## src/rtl/mult_share_arbiter.sv

```systemverilog
// Round-robin arbiter/sequencer sharing one sequential multiplier engine among N requesters.
// Optional WAIT watchdog is built only when MULT_ARB_TIMEOUT_EN is defined.
module mult_share_arbiter #(
    parameter int N       = 4,
    parameter int W       = 4,
    parameter int TIMEOUT = 32
) (
    input  logic             Clk,
    input  logic             Reset,
    input  logic [N-1:0]     req,
    input  logic [N*W-1:0]   req_a,
    input  logic [N*W-1:0]   req_b,
    output logic [N-1:0]     ack,
    output logic [N-1:0]     rsp_valid,
    output logic [2*W-1:0]   rsp_prod,
    output logic             rsp_err,
    output logic             mul_start,
    output logic [W-1:0]     mul_a,
    output logic [W-1:0]     mul_b,
    input  logic             mul_done,
    input  logic [2*W-1:0]   mul_prod,
    output logic [1:0]       o_dbg_state
);
    localparam int IW = (N > 1) ? $clog2(N) : 1;

    typedef enum logic [1:0] {S_IDLE, S_ISSUE, S_WAIT, S_RESP} state_t;

    state_t          r_state;
    state_t          w_next;
    logic [IW-1:0]   r_ptr;
    logic [IW-1:0]   r_owner;
    logic [IW-1:0]   w_win;
    logic [IW-1:0]   w_ptr_nxt;
    logic            w_found;
    logic [W-1:0]    w_sel_a;
    logic [W-1:0]    w_sel_b;
    logic [W-1:0]    r_mul_a;
    logic [W-1:0]    r_mul_b;
    logic [2*W-1:0]  r_result;
    logic            w_timeout;
    logic            w_err;

`ifdef MULT_ARB_TIMEOUT_EN
    localparam int CW = $clog2(TIMEOUT + 1);
    logic [CW-1:0]   r_cnt;
    logic            r_err;
    assign w_timeout = (r_cnt == CW'(TIMEOUT - 1));
    assign w_err     = r_err;
`else
    logic            w_unused;
    assign w_unused  = (TIMEOUT != 0);
    assign w_timeout = 1'b0;
    assign w_err     = 1'b0;
`endif

    // Round-robin search: first set request at ptr, ptr+1, ... mod N.
    always_comb begin
        w_found = 1'b0;
        w_win   = '0;
        for (int k = 0; k < N; k++) begin
            if (!w_found && req[IW'((int'(r_ptr) + k) % N)]) begin
                w_found = 1'b1;
                w_win   = IW'((int'(r_ptr) + k) % N);
            end
        end
    end

    always_comb begin
        w_sel_a = '0;
        w_sel_b = '0;
        for (int i = 0; i < N; i++) begin
            if (w_win == IW'(i)) begin
                w_sel_a = req_a[i*W +: W];
                w_sel_b = req_b[i*W +: W];
            end
        end
    end

    assign w_ptr_nxt = (r_owner == IW'(N - 1)) ? '0 : r_owner + IW'(1);

    always_ff @(posedge Clk) begin
        if (Reset) begin
            r_state  <= S_IDLE;
            r_ptr    <= '0;
            r_owner  <= '0;
            r_mul_a  <= '0;
            r_mul_b  <= '0;
            r_result <= '0;
`ifdef MULT_ARB_TIMEOUT_EN
            r_cnt    <= '0;
            r_err    <= 1'b0;
`endif
        end else begin
            r_state <= w_next;
            case (r_state)
                S_IDLE: begin
                    if (w_found) begin
                        r_owner <= w_win;
                        r_mul_a <= w_sel_a;
                        r_mul_b <= w_sel_b;
                    end
                end
                S_ISSUE: begin
                    r_ptr <= w_ptr_nxt;
`ifdef MULT_ARB_TIMEOUT_EN
                    r_cnt <= '0;
`endif
                end
                S_WAIT: begin
                    if (mul_done) begin
                        r_result <= mul_prod;
`ifdef MULT_ARB_TIMEOUT_EN
                        r_err    <= 1'b0;
`endif
                    end
`ifdef MULT_ARB_TIMEOUT_EN
                    // A done arriving on the timeout edge still wins.
                    else if (w_timeout) begin
                        r_result <= '0;
                        r_err    <= 1'b1;
                    end else begin
                        r_cnt <= r_cnt + 1'b1;
                    end
`endif
                end
                default: ;
            endcase
        end
    end

    always_comb begin
        w_next = r_state;
        case (r_state)
            S_IDLE:  if (w_found) w_next = S_ISSUE;
            S_ISSUE: w_next = S_WAIT;
            S_WAIT:  if (mul_done || w_timeout) w_next = S_RESP;
            S_RESP:  w_next = S_IDLE;
            default: w_next = S_IDLE;
        endcase
    end

    always_comb begin
        ack       = '0;
        rsp_valid = '0;
        rsp_prod  = '0;
        rsp_err   = 1'b0;
        mul_start = 1'b0;
        case (r_state)
            S_ISSUE: begin
                ack       = N'(1) << r_owner;
                mul_start = 1'b1;
            end
            S_RESP: begin
                rsp_valid = N'(1) << r_owner;
                rsp_prod  = r_result;
                rsp_err   = w_err;
            end
            default: ;
        endcase
    end

    assign mul_a       = r_mul_a;
    assign mul_b       = r_mul_b;
    assign o_dbg_state = r_state;

endmodule
```

## config.mk

```make
export PLATFORM = sky130hd
export DESIGN_NAME = mult_share_arbiter
export DESIGN_NICKNAME = d
export VERILOG_FILES = /design/src/rtl/mult_share_arbiter.sv
export SDC_FILE = /design/constraint.sdc
export NUM_CORES = 1
export LEC_CHECK = 0
export ABC_AREA = 1
export CAP_MARGIN = 20
export CORE_MARGIN = 2
export CORE_UTILIZATION = 30
export DETAILED_ROUTE_END_ITERATION = 12
export PLACE_DENSITY = 0.64
export SETUP_SLACK_MARGIN = 0.02
export SLEW_MARGIN = 30
export SYNTH_ARGS = -nofsm -noshare
export SYNTH_HDL_FRONTEND = slang
export SYNTH_SLANG_ARGS = --single-unit
```

## constraint.sdc

```tcl
create_clock -name Clk -period 2.5 [get_ports Clk]
set_clock_uncertainty 0.2 [all_clocks]
set_input_delay 0.5 -clock Clk [delete_from_list [all_inputs] [get_ports Clk]]
set_output_delay 0.5 -clock Clk [all_outputs]
set_load 0.1 [all_outputs]
```

==> results.json <==
{
  "netlist_instances": 266,
  "core_um2": 5470,
  "drt-pass1-iter-count": 4,
  "end_kind": "register",
  "reg2reg_slack_ns": 0.32,
  "n_fill_cell": 554,
  "worst_path_largest_cell_delay_ns": 0.48,
  "detailed_place_hpwl_um": 3900,
  "ys_ff_latch": 22,
  "clk_latency_ns": 0.27,
  "gp_congestion": 0.944,
  "wl_per_cell_um": 11.5,
  "io_pins": 75,
  "p_int_mw": 1.60,
  "p_per_area_nw_per_um2": 1260,
  "ys_seq_area_share_pct": 26.1,
  "cp_slowest_cell": "clkdlybuf4s50_1",
  "path_class": "in2reg",
  "r2r_cells": 12,
  "portBuffers": 73,
  "crit_required_ns": 2.46,
  "yosys_warnings": 0,
  "reg2reg_to": "mul_a[3]",
  "syn_area_um2": 1690,
  "crit_buf_inv": 3,
  "rsz0062_at_grt": "yes",
  "swShare_pct": 54.7,
  "setup_ws_ns": 0.129,
  "crit_path_start_kind": "input port",
  "drt_iter0_markers": 99,
  "clock_sinks": 22,
  "status": "completed",
  "start_util_pct": 30.8,
  "drt-vias-per-instance": 4.55,
  "grt_util_all_layers_pct": 16.1,
  "cts_root_buf": "clkbuf_8",
  "drive_gt1_share_pct": 24.0,
  "p_sw_mw": 1.93,
  "pre_cts_slack_ns": -0.0832,
  "pwr-share-comb_pct": 75.0,
  "grt_pass1_vias": 1860,
  "die_w_um": 79.0,
  "cp-startpoint": "req[1]",
  "finalSetupViolCount": 0,
  "area_growth_pct": 65.5,
  "hold_buffers": 0,
  "antenna_cells": 0,
  "syn_nets": 322,
  "fp.dieH_um": 79.0,
  "hold_viol": 0,
  "fin_util_pct": 51.1,
  "clockBufferDepth": 2,
  "path_clk_slew_ns": 0.07,
  "cp_max_fo": 15,
  "crit_chain": "clkdlybuf4s50_1, inv_1, nand2_1, nand3_1, nand2_2, nor2_1, nor2_1, nand2_2, nand2_4, inv_4, nand2_4, nand4_1, nand2_1, a21oi_2",
  "seqPwrFrac_pct": 15.5,
  "cts_buffers": 3,
  "cellLeakagePower_nw": 1.32,
  "antenna_found_initial": 0,
  "drv_slew": 0,
  "avgSynthCellArea_um2": 6.35,
  "hold_class": "reg2reg",
  "crit_family": "simple AND/OR/NAND/NOR gates",
  "clockPowerShare_pct": 9.5,
  "drcViolationCount": 0,
  "layout.nets": 403,
  "crit_cells": 14,
  "synth.distinct_cells": 26,
  "gr-total-overflow": 0,
  "grt_pass1_wl_um": 8150,
  "fmax_mhz": 422,
  "post-route-min-period_ns": 2.37,
  "grt_max_degree": 16,
  "num_rows": 27,
  "arrival_ns": 2.33,
  "reg2reg_from": "r_ptr[1]",
  "htreeDepth": 1,
  "ir_worst_vdd_mv": 0.683,
  "maxCapViolations": 0,
  "tritoncts": "built",
  "p_total_mw": 3.52,
  "endpoint": "mul_a[3]",
  "period_share_pct": 94.8,
  "wl_um": 4810,
  "antenna_left": 0,
  "die_area_um2": 6240,
  "routed-via-count": 1901
}
layout by cell type, fill, tap and decap left out, types with 4 or more instances in the layout:
cell and n:
nand4_1 8, dfxtp_1 20, buf_12 17, nand3_1 23
inv_2 4, clkinvlp_4 5, nand2_2 8, o21ai_1 7
clkdlybuf4s50_1 46, ha_1 8, buf_4 22, inv_1 32
o21ai_0 14, a21oi_2 7, a21oi_1 7, nand2_1 73
nor2_1 22
synth_stat cells, drive strengths merged:
| cell type | count | area [um^2] |
|---|---|---|
| a21boi | 1 | 11.3 |
| a21oi | 14 | 96.3 |
| buf | 6 | 60.1 |
| clkbuf | 4 | 15.0 |
| conb | 1 | 3.75 |
| dfxtp | 22 | 440 |
| ha | 9 | 113 |
| inv | 42 | 160 |
| nand2 | 83 | 347 |
| nand3 | 25 | 135 |
| nand4 | 8 | 50.1 |
| nor2 | 25 | 111 |
| o211a | 1 | 10.0 |
| o21ai | 24 | 128 |
| o31ai | 1 | 7.51 |
worst register-to-register path, stage by stage (launching register included):
cell and delay [ns]:
dfxtp_1 0.48, inv_2 0.13, nand2_1 0.08, nand2_1 0.06
nand2_1 0.08, inv_1 0.06, a21boi_2 0.16, nand3_2 0.20
buf_4 0.22, nand3_1 0.08, nand4_1 0.15, nand2_1 0.11
a21oi_2 0.05
power by group through the flow:
stage,clock [mW],combinational (mW),sequential (mW)
global placement,0,2.58,0.555
floorplan,0,1.59,0.906
global route,0.352,2.91,0.562
CTS,0.345,2.61,0.549
finish,0.333,2.64,0.547
detailed placement,0,2.60,0.555
through the flow:
step	TNS, ns	cells	hold WS, ns	cell area (um^2)
2_1_floorplan	0	266	0.255	1730
3_3_place_gp	-0.456	413	0.265	2710
3_5_place_dp	-0.621	413	0.271	2710
4_1_cts	0	417	0.283	2780
5_1_grt	0	418	0.308	2790
6_report	0	418	0.282	2790
cell families (layout without fill, tap and decap cells):
kind of cell / after synthesis / count (layout) / synth area share (%)
adder cells (fa/ha/maj): 9 / 9 / 6.67
buffers and inverters: 52 / 132 / 13.9
flip-flops: 22 / 22 / 26.1
other: 1 / 1 / 0.222
AO/OA/AOI/OAI: 41 / 41 / 15.0
AND/OR/NAND/NOR: 141 / 141 / 38.1
repair_timing:
item / in CTS / in global routing
endpoints found under the setup margin: 0 / 8
resized for setup: 0 / 6
setup buffers: 0 / 1
worst min path at each step:
stage                           start           to  slack [ns]  cells after the start
after floorplan           r_result[0]  r_result[0]        0.25                      2
after global placement    r_result[6]  r_result[6]        0.26                      2
after detailed placement     mul_a[0]     mul_a[0]        0.27                      2
after CTS                    mul_a[0]     mul_a[0]        0.28                      2
after global routing         mul_b[0]     mul_b[0]        0.31                      2
final                        mul_a[0]     mul_a[0]        0.28                      2
flip-flops by register name, indices dropped and copies added, names as in the netlist:
| name | count |
|---|---|
| r_result | 8 |
| mul_a | 4 |
| mul_b | 4 |
| o_dbg_state | 2 |
| r_owner | 2 |
| r_ptr | 2 |
metal layers:
layer	vias up	track usage, %	share of wire, %
li1	998	-	-
met1	817	19.5	45
met2	79	28.6	45
met3	7	4.20	8.5
met4	0	3.45	1.5
met5	-	0	0
cell type report:
class	count	area, um^2	share of cell area (%)
multi-input combinational	192	1030	36.8
timing repair buffer	86	977	35.0
clock inverter	1	30.0	1.07
inverter	42	179	6.40
sequential	22	448	16.0
clock buffer	3	41.3	1.48
tap	72	90.1	3.22
Note: power is estimated with default switching activity, not from simulation.
